**src/rtl/pwm_pkg.sv**
```systemverilog
// Shared defaults and duty arithmetic for the multi-channel PWM generator.
// sat_step works in int so the CW+1-bit intermediate never overflows.
package pwm_pkg;

  localparam int NCH_DEF         = 4;
  localparam int CW_DEF          = 8;
  localparam int PERIOD_DEF      = 50;
  localparam int STEP_DEF        = 5;
  localparam int DUTY_INIT_DEF   = 15;
  localparam int SYNC_STAGES_DEF = 2;

  // Next duty after one press, clamped to [0, period]; caller truncates to CW.
  function automatic int sat_step(input int pend, input logic up,
                                  input int step, input int period);
    int r;
    if (up) r = (pend + step > period) ? period : pend + step;
    else    r = (pend < step) ? 0 : pend - step;
    return r;
  endfunction

endpackage

```
**src/rtl/pwm_duty_ctrl.sv**
```systemverilog
// Per-channel duty control: button synchronisers, press detection, and the
// pending/active duty pair that keeps duty changes aligned to period wraps.
module pwm_duty_ctrl
  import pwm_pkg::*;
#(
  parameter int CW          = CW_DEF,
  parameter int PERIOD      = PERIOD_DEF,
  parameter int STEP        = STEP_DEF,
  parameter int DUTY_INIT   = DUTY_INIT_DEF,
  parameter int SYNC_STAGES = SYNC_STAGES_DEF
) (
  input  logic          clkin,
  input  logic          reset,
  input  logic          inc_n,
  input  logic          dec_n,
  input  logic          load,
  output logic [CW-1:0] duty_act
);

  logic [SYNC_STAGES-1:0] inc_sync;
  logic [SYNC_STAGES-1:0] dec_sync;
  logic                   inc_prev;
  logic                   dec_prev;
  logic                   inc_ev;
  logic                   dec_ev;
  logic [CW-1:0]          duty_pend;
  logic [CW-1:0]          pend_next;

  // Flops reset to 1 so a released button never looks like a fresh press.
  always_ff @(posedge clkin) begin
    if (reset) begin
      inc_sync <= '1;
      dec_sync <= '1;
      inc_prev <= 1'b1;
      dec_prev <= 1'b1;
    end else begin
      inc_sync <= {inc_sync[SYNC_STAGES-2:0], inc_n};
      dec_sync <= {dec_sync[SYNC_STAGES-2:0], dec_n};
      inc_prev <= inc_sync[SYNC_STAGES-1];
      dec_prev <= dec_sync[SYNC_STAGES-1];
    end
  end

  assign inc_ev = inc_prev & ~inc_sync[SYNC_STAGES-1];
  assign dec_ev = dec_prev & ~dec_sync[SYNC_STAGES-1];

  always_comb begin
    pend_next = duty_pend;
    if (inc_ev && !dec_ev)
      pend_next = CW'(sat_step(int'(duty_pend), 1'b1, STEP, PERIOD));
    else if (dec_ev && !inc_ev)
      pend_next = CW'(sat_step(int'(duty_pend), 1'b0, STEP, PERIOD));
  end

  // The load samples the pre-event pend, so a press in the load cycle waits a period.
  always_ff @(posedge clkin) begin
    if (reset) begin
      duty_pend <= CW'(DUTY_INIT);
      duty_act  <= CW'(DUTY_INIT);
    end else begin
      duty_pend <= pend_next;
      if (load) duty_act <= duty_pend;
    end
  end

endmodule

```
**src/rtl/pwm_multi_duty.sv**
```systemverilog
// Multi-channel PWM: one shared period counter, per-channel duty controllers,
// and a compare stage that drives the PWM pins.
module pwm_multi_duty
  import pwm_pkg::*;
#(
  parameter int NCH         = NCH_DEF,
  parameter int CW          = CW_DEF,
  parameter int PERIOD      = PERIOD_DEF,
  parameter int STEP        = STEP_DEF,
  parameter int DUTY_INIT   = DUTY_INIT_DEF,
  parameter int SYNC_STAGES = SYNC_STAGES_DEF
) (
  input  logic              clkin,
  input  logic              reset,
  input  logic              en,
  input  logic [NCH-1:0]    inc_n,
  input  logic [NCH-1:0]    dec_n,
  output logic [NCH-1:0]    pwm,
  output logic [CW-1:0]     count,
  output logic              period_st,
  output logic [NCH*CW-1:0] duty
);

  localparam logic [CW-1:0] LAST = CW'(PERIOD - 1);

  logic [CW-1:0] cnt_q;
  logic          load;
  logic [CW-1:0] act [NCH];

  always_ff @(posedge clkin) begin
    if (reset)   cnt_q <= '0;
    else if (en) cnt_q <= (cnt_q == LAST) ? '0 : cnt_q + CW'(1);
  end

  assign load      = en && (cnt_q == LAST);
  assign count     = cnt_q;
  assign period_st = en && (cnt_q == '0);

  for (genvar gi = 0; gi < NCH; gi++) begin : g_ch
    pwm_duty_ctrl #(
      .CW          (CW),
      .PERIOD      (PERIOD),
      .STEP        (STEP),
      .DUTY_INIT   (DUTY_INIT),
      .SYNC_STAGES (SYNC_STAGES)
    ) u_ctrl (
      .clkin    (clkin),
      .reset    (reset),
      .inc_n    (inc_n[gi]),
      .dec_n    (dec_n[gi]),
      .load     (load),
      .duty_act (act[gi])
    );

    // duty == PERIOD gives count < duty on every count, i.e. a steady high.
    assign pwm[gi]             = en && (cnt_q < act[gi]);
    assign duty[gi*CW +: CW]   = act[gi];
  end

endmodule

```
**config.mk**
```make
export PLATFORM = sky130hd
export DESIGN_NAME = pwm_multi_duty
export DESIGN_NICKNAME = d
export VERILOG_FILES = /design/src/rtl/pwm_pkg.sv /design/src/rtl/pwm_duty_ctrl.sv /design/src/rtl/pwm_multi_duty.sv
export SDC_FILE = /design/constraint.sdc
export NUM_CORES = 1
export LEC_CHECK = 0
export ABC_AREA = 1
export CAP_MARGIN = 20
export CELL_PAD_IN_SITES_DETAIL_PLACEMENT = 0
export CELL_PAD_IN_SITES_GLOBAL_PLACEMENT = 2
export CORE_UTILIZATION = 30
export DETAILED_ROUTE_END_ITERATION = 6
export GPL_TIMING_DRIVEN = 1
export PLACE_DENSITY = 0.82
export SLEW_MARGIN = 30
export SYNTH_ARGS = -nofsm -noshare
export SYNTH_HDL_FRONTEND = slang
export SYNTH_SLANG_ARGS = --single-unit
```
**constraint.sdc**
```tcl
create_clock -name clkin -period 2.5 [get_ports clkin]
set_input_delay 0.5 -clock clkin [delete_from_list [all_inputs] [get_ports clkin]]
set_output_delay 0.5 -clock clkin [all_outputs]
set_load 0.01 [all_outputs]
```
==> load_flow_metrics.sql <==
INSERT INTO impl_metrics (metric_group, metric, value, unit) VALUES
('clocking', 'setup_repair_bufs_after_cts', '0', ''),
('synth', 'ys_seq_area_share', '32.6', '%'),
('layout', 'post_route_cells_drive_above_1_share', '10.3', '%'),
('synth', 'mappedNetlistNets', '918', ''),
('power_and_ir_drop', 'cellPowerDensity', '543', 'nW/um^2'),
('timing', 'skew', '0.00470', 'ns'),
('timing', 'worst_slew_margin_rel', '66.3', '%'),
('timing', 'post-route-period-util', '94.0', '%'),
('synth', 'yosysWarningCount', '0', ''),
('synth', 'postSynthCellCount', '860', ''),
('place', 'place_worst_setup_slack', '-0.0153', 'ns'),
('worst_hold_path', 'min-delay-start', 'g_ch[3].u_ctrl.inc_sync[0]', ''),
('clocking', 'htree_depth', '3', ''),
('grt', 'globalRoute.totalOverflow', '0', ''),
('floorplan', 'io-pin-count', '56', ''),
('run_status', 'outcome', 'finished, final reports clean', ''),
('timing', 'finalCriticalPeriod', '2.35', 'ns'),
('floorplan', 'chipHeight', '142', 'um'),
('drt', 'drt.antenna.violating_nets', '0', ''),
('floorplan', 'initial_utilization', '31.1', '%'),
('floorplan', 'dieWidth', '142', 'um'),
('worst_setup_path', 'cells_on_worst_reg2reg_path', '11', ''),
('worst_setup_path', 'category_of_cells_accounting_for_the_largest_share_of_critical_path_delay', 'flip-flops', ''),
('synth', 'synth_seq_cells', '96', ''),
('worst_setup_path', 'arrival', '1.85', 'ns'),
('synth', 'count_of_distinct_cell_types_in_the_synthesized_netlist', '38', ''),
('grt', 'grt.total_usage', '16.0', '%'),
('clocking', 'numCtsBuffers', '9', ''),
('grt', 'grt_max_degree', '55', ''),
('worst_setup_path', 'crit_path_max_incr_delay', '0.39', 'ns'),
('timing', 'post-route-worst-setup-slack', '0.151', 'ns'),
('synth', 'post_synth.cell_area_avg', '6.85', 'um^2'),
('drt', 'dr_pass1_iterations', '5', ''),
('floorplan', 'dieArea', '20200', 'um^2'),
('drt', 'drt-wirelength-per-cell', '13.3', 'um'),
('clocking', 'clkTransAtPathRegs', '0.07', 'ns'),
('power_and_ir_drop', 'power', '3.83', 'mW'),
('floorplan', 'fp.coreArea', '19000', 'um^2'),
('drt', 'dr_total_vias', '5268', ''),
('worst_hold_path', 'min_delay_path_depth', '1', ''),
('drt', 'detailedRoute.firstIterationViolations', '294', ''),
('worst_setup_path', 'critical_path.reg2reg.startpoint', 'g_ch[0].u_ctrl.duty_pend[0]', ''),
('clocking', 'clock_path_buffers', '2', ''),
('timing', 'worst_hold_slack', '0.411', 'ns'),
('place', 'gp_routability_congestion', '0.836', ''),
('grt', 'wire_length_of_the_first_global_routing_pass', '25000', 'um'),
('layout', 'insertedDiodeCount', '0', ''),
('power_and_ir_drop', 'vdd.ir_drop.worst', '0.282', 'mV'),
('place', 'dp.final_hpwl', '11500', 'um'),
('timing', 'drv_slew', '0', ''),
('run', 'max_cap_viol_count', '0', ''),
('clocking', 'clock-sinks', '96', ''),
('clocking', 'clk_latency', '0.35', 'ns'),
('worst_hold_path', 'hold-path-endpoint', 'g_ch[3].u_ctrl.inc_sync[1]', ''),
('worst_setup_path', 'ff2ff_setup_slack', '0.73', 'ns'),
('power_and_ir_drop', 'power_leakage', '3.44', 'nW'),
('timing', 'setup_repair_after_global_routing_missed_its_margin', 'no', ''),
('timing', 'worst_slew_pin_slew', '0.501', 'ns'),
('worst_setup_path', 'path_buf_inv', '1', ''),
('worst_setup_path', 'r2r-end', 'g_ch[0].u_ctrl.duty_pend[2]', ''),
('worst_hold_path', 'hp-class', 'reg2reg', ''),
('worst_setup_path', 'endpoint_kind', 'output pin', ''),
('synth', 'synth.cell_area', '5890', 'um^2'),
('place', 'portBuffers', '55', ''),
('drt', 'avgViaCountPerCell', '4.51', ''),
('clocking', 'tritoncts', 'done', ''),
('layout', 'area.growth.synth_to_final', '19.6', '%'),
('grt', 'first_global_vias', '4788', ''),
('worst_setup_path', 'path_class', 'reg2out', ''),
('worst_setup_path', 'cp_cell_sequence', 'ha_1 -> a21oi_1 -> o21ai_0 -> nand4_1 -> nand2_1 -> nor2_2 -> dlygate4sd2_1', ''),
('clocking', 'clk_root_buffer_cell', 'clkbuf_16', '');
## placed cells by master (no fill, tap or decap), drive strengths merged, types with 16 or more instances in the layout
cell	instances
a211oi	17
o21ai	36
dfxtp	96
o211ai	16
clkdlybuf4s50	48
ha	47
inv	115
nand2	242
a21oi	58
nand3	44
or2	22
nor2	83
## through the flow
| step | utilization, % | area [um^2] | instances | setup TNS (ns) |
|---|---|---|---|---|
| 4_1_cts | 37.1 | 7040 | 1169 | 0 |
| 3_5_place_dp | 35.3 | 6700 | 1153 | -0.0153 |
| 3_3_place_gp | 35.3 | 6700 | 1153 | 0 |
| 6_report | 37.2 | 7050 | 1169 | 0 |
| 2_1_floorplan | - | 5890 | 860 | 0 |
| 5_1_grt | 37.2 | 7050 | 1169 | 0 |
## how the worst max path moves through the flow
stage	startpoint	endpoint	slack, ns	cells past startpoint
global route	g_ch[0].u_ctrl.duty_act[3]	pwm[0]	0.02	8
CTS	count[6]	period_st	0.05	4
floorplan	count[3]	pwm[1]	0.77	6
finish	count[3]	pwm[2]	0.15	7
global placement	en	pwm[0]	0.02	4
detailed placement	en	period_st	-0.02	4
## kinds of logic after synthesis
kind of cell               after synthesis  share of synthesized area, %
AOI/OAI and AO/OA                      134                          13.8
buffers and inverters                  145                          9.94
and+or+nand+nor                        422                          31.3
xor gates and xnor gates                16                          2.38
adders and majority gates               47                          9.98
DFF                                     96                          32.6
## layer usage
layer	part of all wire [%]	global-route usage, %	vias up
met4	1.2	4.92	0
met1	51	22.1	2334
met5	0	0	-
met2	44	25.1	71
li1	-	-	2851
met3	3.8	2.83	12
## power by group
part / internal [mW] / switching, mW / leakage, nW / total (mW)
logic: 0.218 / 0.378 / 2.49 / 0.596
registers: 1.59 / 0.0907 / 0.787 / 1.68
clock network: 0.890 / 0.666 / 0.158 / 1.56
## flip-flops by register name (all words and copies together) (netlist names)
| register | flops |
|---|---|
| count | 8 |
| g_ch.u_ctrl.dec_prev | 4 |
| g_ch.u_ctrl.dec_sync | 8 |
| g_ch.u_ctrl.duty_act | 32 |
| g_ch.u_ctrl.duty_pend | 32 |
| g_ch.u_ctrl.inc_prev | 4 |
| g_ch.u_ctrl.inc_sync | 8 |
## final cells by class
class | instances | area [um^2]
fill | 1996 | 11900
inverter | 115 | 432
tap | 260 | 325
timing repair buffer | 63 | 631
clock inverter | 7 | 101
clock buffer | 9 | 225
sequential | 96 | 1940
multi-input combinational | 619 | 3390
## cells in the mapped netlist, drive strengths merged
master,count,area share [%]
nor3b,2,0.25
o21ai,36,3.2
or2,22,2.3
clkinv,3,0.19
nor2,83,5.8
nand3b,2,0.25
nand2,242,16
nand3,44,4.1
xor2,14,2.1
o211ai,16,2.0
ha,47,10
inv,112,7.1
nor3,14,1.3
dfxtp,96,33
a31oi,2,0.21
xnor2,2,0.30
o21a,4,0.51
nand4,12,1.3
buf,17,1.8
o22ai,1,0.11
a211oi,17,2.8
clkbuf,13,0.85
a21oi,58,4.9
nor4,1,0.11
## what timing repair did
action | in CTS | in global routing
hold buffers | 0 | 0
gates resized for setup | 16 | 6
setup endpoints to repair | 5 | 3
No activity file was read; power rests on OpenSTA's default activity.
